[src/rtl/ct_loader_if.sv]
// ct_loader_if
//   Valid/ready byte stream carrying length-prefixed ciphertext into the loader.
//   Signals:
//     in_valid  source -> loader  byte on in_data is valid
//     in_ready  loader -> source  loader accepts the byte this cycle
//     in_data   source -> loader  stream byte (first byte of a message is the length)
//   Modports:
//     master  stream source
//     slave   loader side
interface ct_loader_if;
    logic       in_valid;
    logic       in_ready;
    logic [7:0] in_data;

    modport master (output in_valid, output in_data, input in_ready);
    modport slave  (input in_valid, input in_data, output in_ready);
endinterface

[src/rtl/ct_loader.sv]
// ct_loader
//   Front end of the dual-core ARC4 key cracker. Loads a length-prefixed
//   ciphertext from a byte stream into ct_mem (addr 0 = length L, addr 1..L =
//   payload), hands the memory port to the cracker, pulses its start, times the
//   run and latches the key result.
// Ports:
//   clk, rst_n      clock, asynchronous active-low reset
//   stream          ct_loader_if.slave byte stream (in_valid/in_ready/in_data)
//   clear           from DONE, return to loading the next message
//   mem_own         1 while the loader drives the ct_mem port
//   ct_addr         ct_mem address, ct_wrdata write data, ct_wren write enable
//   crk_en          one-cycle cracker start pulse
//   crk_rdy         cracker ready (low while busy)
//   crk_key         cracker key result, crk_key_vld key found
//   done            result registers valid
//   res_key         latched key, res_vld latched key_valid
//   res_cycles      cycles from crk_en pulse to crk_rdy rising (saturating)
//
// state     | meaning
// ----------+-------------------------------------------------------
// LOAD_LEN  | waiting for the length byte, written to addr 0
// LOAD_DATA | writing payload bytes to addr 1..L
// WAIT_RDY  | memory released, waiting for the cracker to be idle
// START     | crk_en high for this single cycle, counter cleared
// WAIT_BUSY | waiting for the cracker to drop crk_rdy
// WAIT_DONE | cracker running, counting cycles until crk_rdy returns
// DONE      | results valid, waiting for clear
module ct_loader #(
    parameter int CNT_W = 32
) (
    input  logic             clk,
    input  logic             rst_n,
    ct_loader_if.slave       stream,
    input  logic             clear,
    output logic             mem_own,
    output logic [7:0]       ct_addr,
    output logic [7:0]       ct_wrdata,
    output logic             ct_wren,
    output logic             crk_en,
    input  logic             crk_rdy,
    input  logic [23:0]      crk_key,
    input  logic             crk_key_vld,
    output logic             done,
    output logic [23:0]      res_key,
    output logic             res_vld,
    output logic [CNT_W-1:0] res_cycles
);

    typedef enum logic [2:0] {
        S_LOAD_LEN,
        S_LOAD_DATA,
        S_WAIT_RDY,
        S_START,
        S_WAIT_BUSY,
        S_WAIT_DONE,
        S_DONE
    } state_t;

    state_t           state;
    state_t           state_nxt;
    // 9 bits so that L=255 finishes at addr 255 without the count wrapping to 0
    logic [8:0]       cnt;
    logic [7:0]       len;
    logic [CNT_W-1:0] cyc;
    logic [CNT_W-1:0] cyc_inc;
    logic             loading;
    logic             accept;

    localparam logic [CNT_W-1:0] CYC_ONE = {{(CNT_W-1){1'b0}}, 1'b1};

    assign cyc_inc   = (cyc == {CNT_W{1'b1}}) ? cyc : cyc + CYC_ONE;
    assign accept    = stream.in_valid & loading;

    assign stream.in_ready = loading;
    assign ct_wren   = accept;
    assign ct_addr   = cnt[7:0];
    assign ct_wrdata = stream.in_data;

    always_ff @(posedge clk or negedge rst_n) begin
        if (!rst_n) begin
            state <= S_LOAD_LEN;
        end else begin
            state <= state_nxt;
        end
    end

    always_comb begin
        state_nxt = state;
        loading   = 1'b0;
        mem_own   = 1'b0;
        crk_en    = 1'b0;
        case (state)
            S_LOAD_LEN: begin
                loading = 1'b1;
                mem_own = 1'b1;
                if (stream.in_valid) begin
                    state_nxt = (stream.in_data == 8'd0) ? S_WAIT_RDY : S_LOAD_DATA;
                end
            end
            S_LOAD_DATA: begin
                loading = 1'b1;
                mem_own = 1'b1;
                if (stream.in_valid && (cnt == {1'b0, len})) begin
                    state_nxt = S_WAIT_RDY;
                end
            end
            S_WAIT_RDY: begin
                if (crk_rdy) begin
                    state_nxt = S_START;
                end
            end
            S_START: begin
                crk_en    = 1'b1;
                state_nxt = S_WAIT_BUSY;
            end
            S_WAIT_BUSY: begin
                // no re-pulse: a cracker that never drops crk_rdy holds us here
                if (!crk_rdy) begin
                    state_nxt = S_WAIT_DONE;
                end
            end
            S_WAIT_DONE: begin
                if (crk_rdy) begin
                    state_nxt = S_DONE;
                end
            end
            S_DONE: begin
                if (clear) begin
                    state_nxt = S_LOAD_LEN;
                end
            end
            default: state_nxt = S_LOAD_LEN;
        endcase
    end

    always_ff @(posedge clk or negedge rst_n) begin
        if (!rst_n) begin
            cnt        <= 9'd0;
            len        <= 8'd0;
            cyc        <= '0;
            done       <= 1'b0;
            res_key    <= 24'd0;
            res_vld    <= 1'b0;
            res_cycles <= '0;
        end else begin
            case (state)
                S_LOAD_LEN: begin
                    if (accept) begin
                        len <= stream.in_data;
                        cnt <= 9'd1;
                    end
                end
                S_LOAD_DATA: begin
                    if (accept) begin
                        cnt <= cnt + 9'd1;
                    end
                end
                S_START: begin
                    cyc <= '0;
                end
                S_WAIT_BUSY: begin
                    cyc <= cyc_inc;
                end
                S_WAIT_DONE: begin
                    cyc <= cyc_inc;
                    // the cycle that sees crk_rdy high is counted too, so the
                    // latched value spans the crk_en cycle through the rising edge
                    if (crk_rdy) begin
                        res_key    <= crk_key;
                        res_vld    <= crk_key_vld;
                        res_cycles <= cyc_inc;
                        done       <= 1'b1;
                    end
                end
                S_DONE: begin
                    if (clear) begin
                        done <= 1'b0;
                        cnt  <= 9'd0;
                    end
                end
                default: ;
            endcase
        end
    end

endmodule

[src/flat_wrapper.sv]
// flat-port wrapper written by rule: the top's interface ports become plain ports
module ct_loader_flat 
#(
    parameter int CNT_W = 32
)
  (clk, rst_n, clear, mem_own, ct_addr, ct_wrdata, ct_wren, crk_en, crk_rdy, crk_key, crk_key_vld, done, res_key, res_vld, res_cycles, stream_in_valid, stream_in_data, stream_in_ready);
  ct_loader_if stream_i ();
  input  logic clk;
  input  logic rst_n;
  input  logic clear;
  output logic mem_own;
  output logic [7:0] ct_addr;
  output logic [7:0] ct_wrdata;
  output logic ct_wren;
  output logic crk_en;
  input  logic crk_rdy;
  input  logic [23:0] crk_key;
  input  logic crk_key_vld;
  output logic done;
  output logic [23:0] res_key;
  output logic res_vld;
  output logic [CNT_W-1:0] res_cycles;
  input wire logic [$bits(stream_i.in_valid)-1:0] stream_in_valid;
  input wire logic [$bits(stream_i.in_data)-1:0] stream_in_data;
  output wire logic [$bits(stream_i.in_ready)-1:0] stream_in_ready;
  assign stream_i.in_valid = stream_in_valid;
  assign stream_i.in_data = stream_in_data;
  assign stream_in_ready = stream_i.in_ready;
  ct_loader #(.CNT_W(CNT_W)) u_core (.clk(clk), .rst_n(rst_n), .stream(stream_i), .clear(clear), .mem_own(mem_own), .ct_addr(ct_addr), .ct_wrdata(ct_wrdata), .ct_wren(ct_wren), .crk_en(crk_en), .crk_rdy(crk_rdy), .crk_key(crk_key), .crk_key_vld(crk_key_vld), .done(done), .res_key(res_key), .res_vld(res_vld), .res_cycles(res_cycles));
endmodule
[config.mk]
export PLATFORM = sky130hd
export DESIGN_NAME = ct_loader_flat
export DESIGN_NICKNAME = d
export VERILOG_FILES = /design/src/rtl/ct_loader_if.sv /design/src/rtl/ct_loader.sv /design/src/flat_wrapper.sv
export SDC_FILE = /design/constraint.sdc
export NUM_CORES = 1
export LEC_CHECK = 0
export CORE_MARGIN = 4
export CORE_UTILIZATION = 45
export DETAILED_ROUTE_END_ITERATION = 8
export PLACE_DENSITY = 0.72
export SETUP_SLACK_MARGIN = 0.3
export SLEW_MARGIN = 20
export SYNTH_ARGS = -nofsm -noshare
export SYNTH_HDL_FRONTEND = slang
export SYNTH_SLANG_ARGS = --single-unit
[constraint.sdc]
create_clock -name clk -period 2.7 [get_ports clk]
set_input_delay 0.405 -clock clk [delete_from_list [all_inputs] [get_ports clk]]
set_output_delay 0.405 -clock clk [all_outputs]
set_load 0.05 [all_outputs]
==> results.json <==
{
  "grt_use_total_pct": 18.8,
  "powerDensity_mw_per_mm2": 932,
  "setup_slack_ns": 0.426,
  "dr.pass1.iters": 4,
  "grt_max_degree": 44,
  "syn_inst": 567,
  "max_freq_ghz": 0.440,
  "setup_viol": 0,
  "synth.largest_area_cell": "dfrtp_1",
  "start_util_pct": 46.2,
  "wire_per_inst_um": 15.6,
  "rsz0062_at_grt": "false",
  "rr_endpoint": "u_core.res_cycles[4]",
  "cts_sinks": 110,
  "power_leakage_nw": 2.90,
  "crit_start": "u_core.state[1]",
  "syn_nets": 607,
  "hold_viol_final": 0,
  "dp.cells": 807,
  "gp_congestion": 0.909,
  "finClkSkew_ns": 0.00658,
  "die_w_um": 119,
  "final_area_mm2": 0.00711,
  "cp_max_fo": 12,
  "num_antenna_cells": 0,
  "vdd_drop_max_v": 0.000544,
  "cts_hold_buf": 0,
  "numCtsBuffers": 9,
  "synthArstFlopShare_pct": 100,
  "yosysWarnings": 0,
  "maxSlewHeadroom_pct": 57.4,
  "clkLatencyLatePin_ns": 0.35,
  "htree_levels": 3,
  "drt_wl_total_mm": 12.9,
  "wl_met2_mm": 6.13,
  "ant_nets": 0,
  "fin_crit_sh_pct": 84.2,
  "yosysSeqAreaShare_pct": 49.4,
  "synth.distinct_cells": 46,
  "synth.avg_cell_area_um2": 9.82,
  "rr_worst_depth": 5,
  "cts_resized": 3,
  "synth-seq-cells": 110,
  "synth_edf_count": 0,
  "wl_met1_mm": 5.91,
  "rows": 40,
  "outcome": "completed",
  "area_delta_synth_final_pct": 27.7,
  "highest_layer": "met4",
  "drive_gt1_share_pct": 11.8,
  "io_buffers": 115,
  "cts.clk_slew.worst_paths_ns": 0.07,
  "placed_area_mm2": 0.00676,
  "hold-worst-slack_ns": 0.0500,
  "regToRegSetupSlack_ns": 0.47,
  "antenna_found_initial": 0,
  "drt-initial-drc-count": 328,
  "fin_cells": 823,
  "netlist_area_mm2": 0.00557,
  "yosysTopAreaCellShare_pct": 49.4,
  "slowest_stage": "dfrtp_1",
  "post-route-util_pct": 58.9,
  "place_worst_setup_slack_ns": 0.343,
  "die_h_um": 119,
  "mostFrequentLayoutCells": "clkdlybuf4s50_1 (110), dfrtp_1 (110), o21ai_0 (74)",
  "ys.flop_type": "dfrtp_1",
  "tightest_slew_ns": 0.636,
  "grt_first_pass_wirelength_mm": 22.0,
  "endpoint_kind": "output pin",
  "synthTopCellsByArea": "dfrtp_1 (49%), mux2_2 (6.7%), o21ai_0 (6.7%)",
  "crit_chain": "nor2_2, nand2_1, inv_1, clkdlybuf4s15_1",
  "ioPinCount": 116,
  "crit_family": "buffers and inverters",
  "dr_wl_met3_um": 614,
  "start_kind": "flip-flop",
  "nets": 690,
  "via_per_inst": 5.49,
  "critPathBufInv": 2,
  "period_needed_ns": 2.27,
  "drc": 0,
  "arrival_ns": 1.87,
  "grt_pass1_vias": 4409,
  "max_stage_delay_ns": 0.50,
  "cts_max_path_buffers": 2,
  "finalPower_mw": 6.63,
  "postCtsSetupRepairBufs": 0,
  "cts_tree": "done",
  "dieArea_mm2": 0.0142,
  "r2r_start": "u_core.cyc[16]",
  "dp_hpwl_mm": 9.36,
  "crit_required_ns": 2.30,
  "grt-ovfl-total": 0,
  "tns_ns": 0,
  "hold_path.class": "input pin to asynchronous set/reset pin",
  "num_vias": 4518,
  "drv_slew": 0,
  "crit_type": "flip-flop to output pin",
  "cts_root_buf": "clkbuf_16",
  "drv_cap": 0,
  "core_mm2": 0.0121
}
## routing by layer
metal | up-vias | global-route usage [%]
met5 | - | 0
met4 | 0 | 6.73
met3 | 17 | 3.23
met2 | 134 | 30.0
met1 | 2182 | 25.7
li1 | 2185 | -
## cell families (layout without fill, tap and decap cells)
| logic type | after synthesis | count (layout) | share of synthesized area, % |
|---|---|---|---|
| and+or+nand+nor | 178 | 178 | 16.2 |
| AOI/OAI and AO/OA | 140 | 140 | 14.9 |
| DFF | 110 | 110 | 49.4 |
| buffers and inverters | 62 | 150 | 5.66 |
| xor gates and xnor gates | 38 | 38 | 5.98 |
| muxes | 37 | 37 | 7.40 |
| adders and majority gates | 2 | 2 | 0.449 |
## final cells by class
type                            instances  area, um^2
Clock buffer                           11         253
Clock inverter                          5        56.3
Fill cell                            1071        4950
Inverter                                8        30.0
Multi-Input combinational cell        395        2560
Sequential cell                       110        2750
Tap cell                              168         210
Timing Repair Buffer                  126        1250
## worst reg2reg max path: stages, from the launching register on
cell	delay, ns
dfrtp_1	0.53
nand3_1	0.21
or4_4	0.56
o31ai_1	0.53
xor2_1	0.19
o21ai_0	0.09
## worst max path at each step
stage / end / slack [ns] / depth (start not counted)
global placement: ct_wren / 0.44 / 4
finish: ct_wren / 0.43 / 4
floorplan: u_core.len[0] / 0.50 / 5
global route: ct_wren / 0.31 / 4
detailed placement: u_core.res_cycles[7] / 0.34 / 6
CTS: u_core.cyc[31] / 0.35 / 6
## report_power, final
part / switching [mW] / leakage (nW) / total (mW) / internal [mW]
combinational: 1.91 / 1.30 / 2.98 / 1.08
sequential: 0.285 / 1.45 / 2.28 / 2.00
clock: 0.590 / 0.152 / 1.36 / 0.770
total: 2.78 / 2.90 / 6.63 / 3.85
## flip-flops by register name (all words and copies together), names as in the netlist
register,count
u_core.cnt,9
u_core.state,3
u_core.res_vld,1
u_core.done,1
u_core.res_key,24
u_core.cyc,32
u_core.len,8
u_core.res_cycles,32
## cell usage after synthesis (all sizes together) (6+ instances only)
library cell	count
a21oi	12
a31oi	27
and2	6
and3	11
buf	28
clkbuf	26
dfrtp	110
inv	8
mux2	33
nand2	68
nand3	32
nand4	15
nor2	19
nor3	7
o21ai	75
o31ai	12
xnor2	16
xor2	22
Note: power is estimated with default switching activity, not from simulation.
